## config.mk

```make
export PLATFORM = sky130hd
export DESIGN_NAME = display_timing_ctrl
export DESIGN_NICKNAME = d
export VERILOG_FILES = /design/src/rtl/display_timing_pkg.sv /design/src/rtl/wrap_counter.sv /design/src/rtl/display_timing_ctrl.sv
export SDC_FILE = /design/constraint.sdc
export NUM_CORES = 1
export LEC_CHECK = 0
export BUFFER_PORTS_ARGS = -buffer_cell sky130_fd_sc_hd__buf_2
export CAP_MARGIN = 25
export CELL_PAD_IN_SITES_DETAIL_PLACEMENT = 1
export CELL_PAD_IN_SITES_GLOBAL_PLACEMENT = 2
export CORE_MARGIN = 5
export CORE_UTILIZATION = 25
export CTS_BUF_LIST = sky130_fd_sc_hd__clkbuf_8
export DETAILED_ROUTE_END_ITERATION = 16
export HOLD_SLACK_MARGIN = 0.05
export PLACE_DENSITY_LB_ADDON = 0.1
export SKIP_LAST_GASP = 1
export SLEW_MARGIN = 10
export SYNTH_ARGS = -nofsm -noshare
export SYNTH_HDL_FRONTEND = slang
export SYNTH_SLANG_ARGS = --single-unit
```

## constraint.sdc

```tcl
create_clock -name clk -period 2.73 [get_ports clk]
set_clock_uncertainty 0.1 [all_clocks]
set_input_delay 0.1365 -clock clk [delete_from_list [all_inputs] [get_ports clk]]
set_output_delay 0.1365 -clock clk [all_outputs]
set_load 0.05 [all_outputs]
```

## src/rtl/display_timing_pkg.sv

```systemverilog
// Shared types and default raster timing for the display scan controller.
package display_timing_pkg;

    typedef enum logic [1:0] {IDLE, RUN, DRAIN} scan_state_e;

    localparam int H_ACTIVE_DEF = 640;
    localparam int H_FRONT_DEF  = 16;
    localparam int H_SYNC_DEF   = 96;
    localparam int H_BACK_DEF   = 48;
    localparam int V_ACTIVE_DEF = 480;
    localparam int V_FRONT_DEF  = 10;
    localparam int V_SYNC_DEF   = 2;
    localparam int V_BACK_DEF   = 33;
    localparam bit SYNC_POL_DEF = 1'b0;

    function automatic int h_total(input int act, input int fp, input int sw, input int bp);
        return act + fp + sw + bp;
    endfunction

    function automatic int v_total(input int act, input int fp, input int sw, input int bp);
        return act + fp + sw + bp;
    endfunction

endpackage

```

## src/rtl/wrap_counter.sv

```systemverilog
// Modulo-MAX counter; wrap flags the enabled cycle on which count returns to zero.
module wrap_counter #(
    parameter int MAX = 8,
    parameter int W   = (MAX > 1) ? $clog2(MAX) : 1
) (
    input  logic         clk,
    input  logic         reset,
    input  logic         en,
    input  logic         clr,
    output logic [W-1:0] count,
    output logic         wrap
);

    assign wrap = en && (count == W'(MAX - 1));

    always_ff @(posedge clk) begin
        if (reset || clr) begin
            count <= '0;
        end else if (en) begin
            count <= wrap ? '0 : count + 1'b1;
        end
    end

endmodule

```

## src/rtl/display_timing_ctrl.sv

```systemverilog
// Raster scan controller: x/y wrap counters, blanking/sync decode and start/stop sequencing.
module display_timing_ctrl
    import display_timing_pkg::*;
#(
    parameter int H_ACTIVE = H_ACTIVE_DEF,
    parameter int H_FRONT  = H_FRONT_DEF,
    parameter int H_SYNC   = H_SYNC_DEF,
    parameter int H_BACK   = H_BACK_DEF,
    parameter int V_ACTIVE = V_ACTIVE_DEF,
    parameter int V_FRONT  = V_FRONT_DEF,
    parameter int V_SYNC   = V_SYNC_DEF,
    parameter int V_BACK   = V_BACK_DEF,
    parameter bit SYNC_POL = SYNC_POL_DEF,
    localparam int H_TOTAL = h_total(H_ACTIVE, H_FRONT, H_SYNC, H_BACK),
    localparam int V_TOTAL = v_total(V_ACTIVE, V_FRONT, V_SYNC, V_BACK),
    localparam int XW      = $clog2(H_TOTAL),
    localparam int YW      = $clog2(V_TOTAL)
) (
    input  logic          clk,
    input  logic          reset,
    input  logic          pix_ce,
    input  logic          start,
    input  logic          stop,
    output logic          busy,
    output logic [XW-1:0] x,
    output logic [YW-1:0] y,
    output logic          active,
    output logic          hsync,
    output logic          vsync,
    output logic          line_start,
    output logic          frame_start,
    output logic          frame_done
);

    scan_state_e   state_reg, state_next;
    logic          x_en, x_wrap, y_en, y_wrap, cnt_clr;
    logic          start_ok, drain_end;
    logic [XW-1:0] x_next;
    logic [YW-1:0] y_next;

    assign x_en    = pix_ce && (state_reg != IDLE);
    assign y_en    = x_wrap && pix_ce;
    assign cnt_clr = (state_reg == IDLE);

    wrap_counter #(.MAX(H_TOTAL), .W(XW)) u_x_cnt (
        .clk   (clk),
        .reset (reset),
        .en    (x_en),
        .clr   (cnt_clr),
        .count (x),
        .wrap  (x_wrap)
    );

    wrap_counter #(.MAX(V_TOTAL), .W(YW)) u_y_cnt (
        .clk   (clk),
        .reset (reset),
        .en    (y_en),
        .clr   (cnt_clr),
        .count (y),
        .wrap  (y_wrap)
    );

    // Mirror of the counters' next value so the registered decodes line up with x/y.
    always_comb begin
        x_next = x;
        y_next = y;
        if (cnt_clr) begin
            x_next = '0;
            y_next = '0;
        end else begin
            if (x_en) x_next = x_wrap ? '0 : x + 1'b1;
            if (y_en) y_next = y_wrap ? '0 : y + 1'b1;
        end
    end

    assign start_ok  = (state_reg == IDLE) && start && !stop;
    assign drain_end = (state_reg == DRAIN) && x_wrap && y_wrap;

    always_comb begin
        state_next = state_reg;
        case (state_reg)
            IDLE:    if (start_ok)  state_next = RUN;
            RUN:     if (stop)      state_next = DRAIN;
            DRAIN:   if (drain_end) state_next = IDLE;
            default: state_next = IDLE;
        endcase
    end

    always_ff @(posedge clk) begin
        if (reset) begin
            state_reg   <= IDLE;
            busy        <= 1'b0;
            active      <= 1'b0;
            hsync       <= !SYNC_POL;
            vsync       <= !SYNC_POL;
            line_start  <= 1'b0;
            frame_start <= 1'b0;
            frame_done  <= 1'b0;
        end else begin
            state_reg   <= state_next;
            busy        <= (state_next != IDLE);
            active      <= (state_next != IDLE)
                           && (32'(x_next) < H_ACTIVE) && (32'(y_next) < V_ACTIVE);
            hsync       <= ((32'(x_next) >= H_ACTIVE + H_FRONT)
                            && (32'(x_next) < H_ACTIVE + H_FRONT + H_SYNC)) ? SYNC_POL : !SYNC_POL;
            vsync       <= ((32'(y_next) >= V_ACTIVE + V_FRONT)
                            && (32'(y_next) < V_ACTIVE + V_FRONT + V_SYNC)) ? SYNC_POL : !SYNC_POL;
            // The wrap that ends a drained frame lands in IDLE, so it is not a new line.
            line_start  <= start_ok || (x_wrap && !drain_end);
            frame_start <= start_ok || ((state_reg == RUN) && x_wrap && y_wrap);
            frame_done  <= (state_next == DRAIN) && x_en
                           && (32'(x_next) == H_TOTAL - 1) && (32'(y_next) == V_TOTAL - 1);
        end
    end

endmodule

```

# Word-level counts from Yosys, hierarchy flattened
# Cells that the tools add are included.
totals:
  word_cells: 63
  register_bits: 29
  out_inout_bits: 27
classes:
  order_cmp: 6
  mux: 12
  reduce_logical: 26
  add_sub_neg: 2
  n_eq_ne: 7
op_table:
  columns: ["operator", "count"]
  rows:
  - ["$mux W10", 6]
  - ["$eq A10 B10 Y1 const B", 4]
  - ["$add A10 B1 Y10 const B", 2]
  - ["$lt A10 B10 Y1 const B", 2]
  - ["$lt A10 B9 Y1 const B", 2]
  - ["$logic_and A1 B1 Y1", 18]
  - ["$ge A10 B10 Y1 const B", 1]
  - ["$ge A10 B9 Y1 const B", 1]
  - ["$mux W2", 3]
  - ["$pmux W2 S3", 1]
  - ["$eq A2 B2 Y1 const B", 2]
  - ["$reduce_bool A2 Y1", 2]
  - ["$logic_or A1 B1 Y1", 3]
  - ["$eq A2 B1 Y1 const B", 1]
  - ["$logic_not A1 Y1", 2]
  - ["$logic_not A2 Y1", 1]
  - ["$mux W1", 2]

# Depth between registers and ports, before layout
# Gate-level depths: netlist (run 1).
depth:
  ltp_word: 12
  ltp_mapped: 8
  mapped_depth_nobuf: 8

# Hierarchy
# Synthesis (run 1) repeated with hierarchy kept, for this count alone.
unflattened:
  hier_cells: 246
  area_unflattened_um2: 1975.6
modules_own_cells:
  columns: ["mod", "cells_each", "area_each_um2", "n_inst", "seq_area_each_um2"]
  rows:
  - ["display_timing_ctrl", 135, 952.2, 1, 180.2]
  - ["wrap_counter (u_x_cnt)", 54, 513.0, 1, 200.2]
  - ["wrap_counter (u_y_cnt)", 57, 510.5, 1, 200.2]

# Worst setup path before layout (run 1)
# OpenSTA, ideal clock, no wires.
synth_timing:
  kind: "reg2reg"
  startpoint: "register u_x_cnt.count[0]"
  endpoint: "register vsync"
  setup_ns: 0.135
  period_less_slack_ns: 2.997
  path_stages_with_launch: 8
  path_buffers: 0
  arrival_ns: 2.762
  path_slack_ns: -0.267
  cell_sequence: "dfxtp_1 -> ha_1 -> o2111ai_2 -> or3_1 -> or4_1 -> xor2_1 -> nor4_2 -> nand4_1"
synth_via:
  elab_chain_cells: 10
synth_rtl:
  columns: ["item", "line", "source"]
  rows:
  - ["start, declared", "wrap_counter.sv:10", "output logic [W-1:0] count,"]
  - ["start signal, assigned", "wrap_counter.sv:20", "count <= wrap ? '0 : count + 1'b1;"]
  - ["$eq A10 B10 Y1 (*)", "wrap_counter.sv:14", "assign wrap = en && (count == W'(MAX - 1));"]
  - ["$logic_and A1 B1 Y1 (*)", "wrap_counter.sv:14", null]
  - ["$logic_and A1 B1 Y1 (*)", "display_timing_ctrl.sv:42", "assign y_en = x_wrap && pix_ce;"]
  - ["$logic_and A1 B1 Y1", "wrap_counter.sv:14", null]
  - ["$mux W10", "display_timing_ctrl.sv:72", "if (y_en) y_next = y_wrap ? '0 : y + 1'b1;"]
  - ["$mux W10 (*)", "display_timing_ctrl.sv:72", null]
  - ["$mux W10 (*)", "display_timing_ctrl.sv:67", "if (cnt_clr) begin"]
  - ["$ge A10 B9 Y1 or $lt A10 B9 Y1 (tied branches)", "display_timing_ctrl.sv:106, display_timing_ctrl.sv:107", null]
  - ["$logic_and A1 B1 Y1 (*)", "display_timing_ctrl.sv:107", "&& (32'(y_next) < V_ACTIVE + V_FRONT + V_SYNC)) ? SYNC_POL : !SYNC_POL;"]
  - ["$mux W1 (*)", "display_timing_ctrl.sv:107", null]
  - ["end signal, assigned", "display_timing_ctrl.sv:95", "vsync <= !SYNC_POL;"]
  - ["end signal, assigned", "display_timing_ctrl.sv:106", "vsync <= ((32'(y_next) >= V_ACTIVE + V_FRONT)"]
  - ["end, declared", "display_timing_ctrl.sv:29", "output logic vsync,"]
# Every way passes the cells marked *; elsewhere a longest branch is shown, timed or not.
# A chain may end at the register's enable or synchronous reset.

# Final worst setup path (run 1)
# Ends and elaborated chain as after synthesis.

==> results of run 1 <==
[logic make-up (layout without fill, tap and decap cells)]
family                     Yosys count  after routing  synth area share
and+or+nand+nor                     99             99            0.3321
DFF                                 29             29            0.3486
adders and majority gates            3              3           0.02254
muxes                                2              2           0.01277
buffers and inverters               18             64           0.06386
AOI/OAI and AO/OA                   36             36            0.1420
xor gates and xnor gates            14             14           0.07814
[cell usage after synthesis, types with 2 or more instances]
library cell | n | area share
and2_1 | 2 | 0.0075
nor2b_1 | 4 | 0.015
buf_6 | 2 | 0.014
a21oi_1 | 9 | 0.027
clkbuf_1 | 4 | 0.0090
o21bai_1 | 2 | 0.0090
or4_1 | 2 | 0.0090
and3_1 | 3 | 0.011
nand2_1 | 11 | 0.025
xnor2_1 | 7 | 0.037
xor2_1 | 6 | 0.032
inv_1 | 7 | 0.016
o21ai_0 | 7 | 0.021
nor3b_1 | 2 | 0.0090
or3_1 | 3 | 0.011
clkbuf_2 | 2 | 0.0060
nand4_1 | 9 | 0.034
clkbuf_8 | 2 | 0.017
nand2b_1 | 3 | 0.011
a31oi_1 | 5 | 0.019
nor4_1 | 3 | 0.011
dfxtp_1 | 29 | 0.35
nand3_1 | 6 | 0.018
or2_2 | 3 | 0.011
ha_1 | 3 | 0.023
nor3_1 | 12 | 0.036
nor2_1 | 25 | 0.056
nor4bb_1 | 2 | 0.012
a211oi_1 | 2 | 0.0090
o211ai_1 | 2 | 0.0090
[timing repair]
| item | in CTS | in global routing |
|---|---|---|
| hold endpoints to repair | 1 | 0 |
| setup endpoints to repair | 0 | 0 |
| hold buffers | 2 | 0 |
[layout make-up]
type | count | area, um^2 | share of cell area
Tap cell | 77 | 96.34 | 0.04611
Timing Repair Buffer | 49 | 295.3 | 0.1413
Inverter | 7 | 26.28 | 0.01257
Sequential cell | 29 | 591.8 | 0.2832
Clock buffer | 7 | 96.34 | 0.04611
Multi-Input combinational cell | 154 | 978.4 | 0.4683
Clock inverter | 1 | 5.005 | 0.002395
[power breakdown]
group	switching (mW)	internal, mW	total, mW
Sequential	0.00201	0.426	0.428
Combinational	0.0398	0.0160	0.0557
Clock	0.175	0.228	0.402
[worst max-delay path, delay by kind of cell (launching register included)]
family	cells	cell delay, ps
simple gates	4	1430
flops	1	380
xor+xnor	1	200
fa+ha+maj	1	190
compound gates	1	150
[worst max-delay path by stage]
stage	startpoint	endpoint	cells past startpoint
after global routing	u_x_cnt.count[0]	vsync	7
final	u_x_cnt.count[0]	vsync	7
after global placement	u_x_cnt.count[0]	vsync	7
after detailed placement	u_x_cnt.count[8]	vsync	6
after CTS	u_x_cnt.count[0]	vsync	7
after floorplan	u_x_cnt.count[7]	vsync	6
[metal layers]
layer / vias to the layer above / global-route usage / part of all wire
met5: - / 0 / 0
met4: 0 / 0.03769 / 0.011
met3: 7 / 0.03191 / 0.041
met2: 35 / 0.2069 / 0.46
met1: 815 / 0.1853 / 0.49
li1: 812 / - / -
==> impl_metrics.py, run 1 <==
metrics = {
    "cts": {
        "htree_levels": 2,
        "clk_latency_ps": 280,
        "root_buffer": "clkbuf_8",
        "cts_resized": 0,
        "cts-buffers-inserted": 5,
        "cts.sinks": 29,
        "cts_buffer_depth": 2,
        "cts_tree": "built",
        "post_cts_buffers": 0,
        "clkTransAtPathRegs_ps": 70,
    },
    "setup_path": {
        "r2r_end": "vsync",
        "crit_slowest_cell": "or4_1",
        "path_class": "flop to flop",
        "rr_worst_depth": 7,
        "cp.required_ps": 2780,
        "path_cells": "ha_1 -> o2111ai_2 -> or3_1 -> or4_1 -> xor2_1 -> nor4_2 -> nand4_1",
        "ff2ff_setup_slack_ps": 140,
        "endpoint_kind": "flop",
        "crit_path_max_fanout": 6,
        "max_stage_delay_ps": 540,
        "crit_arrival_ps": 2640,
        "worstSetupStartpointType": "flop",
        "r2r-start": "u_x_cnt.count[0]",
    },
    "sta": {
        "hold_ws_ps": 71.49,
        "setup_violations": 0,
        "drv_slew": 0,
        "fmax_mhz": 385.6,
        "timing.final.ws_setup_ps": 136.8,
        "final.min_clock_period_ps": 2593,
        "period_share": 0.9499,
        "finalHoldViolCount": 0,
        "setup_tns_ps": 0,
        "maxSlewHeadroom": 0.6446,
        "grt_setup_unrepaired": "false",
        "worstMarginPinSlew_ps": 529.6,
    },
    "floorplanning": {
        "start_util": 0.2593,
        "core_um2": 6422,
        "die_y_um": 91.62,
        "pin_count": 32,
        "die_x_um": 91.62,
        "die_area_um2": 8393,
        "rows": 29,
    },
    "status": {
        "outcome": "complete, no violations",
    },
    "logic_synthesis": {
        "yosysSeqAreaShare": 0.3486,
        "synth-main-ff-cell": "dfxtp_1",
        "netlist_area_um2": 1665,
        "async_flop_share": 0,
        "syn_area_per_cell_um2": 8.285,
        "yosys_warnings": 0,
        "netlist_instances": 201,
        "ys_ff_latch": 29,
        "synth_enable_flop_cells": 0,
        "yosysUniqueCellTypes": 52,
        "syn-num-nets": 209,
    },
    "hold_path": {
        "min_delay_path_depth": 2,
        "worstHoldEndpoint": "line_start",
        "hp-start": "reset",
        "hold_path.class": "primary input to flop",
    },
    "final_layout": {
        "final_common_cell": "buf_2",
        "drive_above_1_share": 0.2915,
        "area.growth.synth_to_final_pct": 25.47,
        "final_cells": 324,
        "final_cell_mix": "31 x buf_2, 25 x nor2_1, 24 x dfxtp_1, 16 x buf_4, 12 x nor3_1",
        "n_antenna_cell": 0,
        "fillCellCount": 790,
        "final_area_um2": 2090,
        "final_nets": 254,
        "final_util": 0.3253,
    },
    "route": {
        "antenna_left": 0,
        "wire_per_inst_um": 16.95,
        "routed_wl_mm": 5.493,
        "drc": 0,
        "drt-initial-drc-count": 67,
        "avgViaCountPerCell": 5.151,
        "first_pass_iters": 4,
        "num_vias": 1669,
    },
    "placed_design": {
        "dp_hpwl_mm": 4.311,
        "pre_cts_ws_ps": 134.9,
        "place.gp.congestion": 0.7898,
        "port-buffer-count": 31,
        "place_inst": 314,
        "placed_area_um2": 1968,
    },
    "grt": {
        "grt_pass1_wl_mm": 8.783,
        "antenna_found_initial": 0,
        "grt_pass1_vias": 1625,
        "grt_max_degree": 14,
        "overflow": 0,
        "track_usage": 0.1338,
    },
    "power": {
        "power.total_uw": 886.0,
        "powerDensity_nw_per_um2": 424.0,
        "ir_worst_vdd_mv": 0.1432,
        "leakage_nw": 0.8218,
    },
    "run": {
        "maxCapViolations": 0,
    },
}
Note: power is estimated with default switching activity, not from simulation.
==> run 2, diff against run 1 <==
--- a/config.mk
+++ b/config.mk
@@ -16,7 +16,6 @@
 export HOLD_SLACK_MARGIN = 0.05
 export PLACE_DENSITY_LB_ADDON = 0.1
 export SKIP_LAST_GASP = 1
-export SLEW_MARGIN = 10
 export SYNTH_ARGS = -nofsm -noshare
 export SYNTH_HDL_FRONTEND = slang
 export SYNTH_SLANG_ARGS = --single-unit
==> constraint.sdc (replaced) <==
create_clock -name clk -period 2.73 [get_ports clk]
set_clock_uncertainty 0.1 [all_clocks]
set_input_delay 0.273 -clock clk [delete_from_list [all_inputs] [get_ports clk]]
set_output_delay 0.273 -clock clk [all_outputs]
set_load 0.05 [all_outputs]
==> run 2 against run 1 <==
  * Cell count fell by 0.62%
  * Setup slack got worse by 4.9 ps
  * Count of clock-buffer cells in the layout fell by 1
  * Flip-flop and latch count did not move
  * Via count fell by 0.84%
  * Global-route usage barely moved
  * Non-clock buffer count fell by 2
  * Clock power fell by 8.7%
  * Final area fell by 0.84%
  * Fmax fell by 0.19%
  * Sequential share of layout area rose by 0.24 points
  * Combinational power fell by 4.1%
  * Critical path type unchanged
  * Critical endpoint is now frame_done
==> impl_metrics.py, run 2 (synthesized netlist as in run 1, its figures left out) <==
metrics = {
    "setup_path": {
        "crit_arrival_ps": 2670,
        "crit_slowest_cell": "or4_1",
        "crit_path_max_fanout": 6,
        "path_cells": "ha_1 -> o2111ai_2 -> buf_4 -> or3_1 -> or4_1 -> a21o_1 -> nand2b_1 -> nor4_1",
        "path_buf_inv": 1,
        "worstSetupStartpointType": "flop",
        "max_stage_delay_ps": 500,
        "path_class": "flop to flop",
        "cpLargestDelayFamily": "simple AND/OR/NAND/NOR gates",
        "endpoint_kind": "flop",
        "cp.required_ps": 2810,
    },
    "sta": {
        "period_share": 0.9517,
        "maxSlewHeadroom": 0.6437,
        "timing.final.ws_setup_ps": 131.8,
        "fmax_mhz": 384.9,
        "setup_tns_ps": 0,
        "final.min_clock_period_ps": 2598,
        "setup_violations": 0,
        "finalHoldViolCount": 0,
        "drv_slew": 0,
        "grt_setup_unrepaired": "true",
        "worstMarginPinSlew_ps": 532.5,
    },
    "final_layout": {
        "final_nets": 252,
        "final_common_cell": "buf_2",
        "fillCellCount": 781,
        "n_antenna_cell": 0,
        "seqCellArea_um2": 591.8,
        "area.growth.synth_to_final_pct": 24.42,
        "final_area_um2": 2072,
        "final_cell_mix": "31 x buf_2, 25 x nor2_1, 24 x dfxtp_1, 16 x buf_4, 12 x nor3_1",
        "final_cells": 322,
        "drive_above_1_share": 0.2939,
        "multi_input_area_um2": 992.2,
    },
    "floorplanning": {
        "die_y_um": 91.62,
        "rows": 29,
        "pin_count": 32,
        "die_x_um": 91.62,
        "die_area_um2": 8393,
        "start_util": 0.2593,
        "core_um2": 6422,
    },
    "cts": {
        "htree_levels": 2,
        "cts-buffers-inserted": 5,
        "clk_latency_ps": 280,
        "post_cts_buffers": 0,
        "cts_tree": "built",
        "cts_buffer_depth": 2,
        "root_buffer": "clkbuf_8",
        "cts.sinks": 29,
        "clkTransAtPathRegs_ps": 70,
    },
    "placed_design": {
        "placed_area_um2": 1968,
        "place.gp.congestion": 0.7421,
        "port-buffer-count": 31,
        "place_inst": 314,
        "dp_hpwl_mm": 4.323,
        "pre_cts_ws_ps": 101.1,
    },
    "power": {
        "leakage_nw": 0.8124,
        "ir_worst_vdd_mv": 0.1543,
        "powerDensity_nw_per_um2": 409.5,
    },
    "hold_path": {
        "hold_path.class": "primary input to flop",
    },
    "route": {
        "drc": 0,
        "num_vias": 1655,
        "first_pass_iters": 4,
        "routed_wl_mm": 5.480,
        "avgViaCountPerCell": 5.140,
        "drt-initial-drc-count": 64,
        "antenna_left": 0,
        "wire_per_inst_um": 17.02,
    },
    "grt": {
        "grt_pass1_wl_mm": 8.928,
        "overflow": 0,
        "grt_max_degree": 14,
        "antenna_found_initial": 0,
        "track_usage": 0.1341,
        "grt_pass1_vias": 1650,
    },
    "run": {
        "maxCapViolations": 0,
    },
    "status": {
        "outcome": "complete, no violations",
    },
}
[run 2: metrics by stage]
stage / power [mW] / util / hold WS, ps
floorplan: 0.4749 / - / 251.5
global placement: 0.4915 / 0.3064 / 391.9
detailed placement: 0.4914 / 0.3064 / 399.3
CTS: 0.8632 / 0.3205 / 92.81
global route: 0.8882 / 0.3226 / 97.74
finish: 0.8484 / 0.3226 / 99.55
[run 2: path summary, 6_finish.rpt]
kind	from	endpoint	slack [ps]	cells past startpoint
min reg2reg	u_x_cnt.count[1]	u_x_cnt.count[1]	460	2
max	u_x_cnt.count[0]	frame_done	130	8
min	stop	state_reg[0]	100	2
max reg2reg	u_x_cnt.count[0]	frame_done	130	8
[run 2: final cells by class]
class                      count  share of cell area
clock buffer                   6             0.03986
clock inverter                 2            0.003623
inverter                       7             0.01268
multi-input combinational    154              0.4789
sequential                    29              0.2856
tap                           77             0.04650
timing repair buffer          47              0.1329
[run 2: where the power goes]
group / leakage (nW) / switching [mW] / internal, mW
Clock: 0.0538 / 0.169 / 0.198
Sequential: 0.238 / 0.00191 / 0.426
Combinational: 0.521 / 0.0392 / 0.0142
Total: 0.812 / 0.210 / 0.638
[run 2: what timing repair did]
item                                    4_1_cts  5_1_grt
gates resized for setup                       0        2
hold buffers                                  0        0
endpoints found under the setup margin        0        2
[run 2: metal layers]
metal | share of wire | GRT usage | vias to the layer above
li1 | - | - | 810
met1 | 0.50 | 0.1843 | 815
met2 | 0.46 | 0.2118 | 24
met3 | 0.027 | 0.02864 | 6
met4 | 0.012 | 0.03769 | 0
met5 | 0 | 0 | -
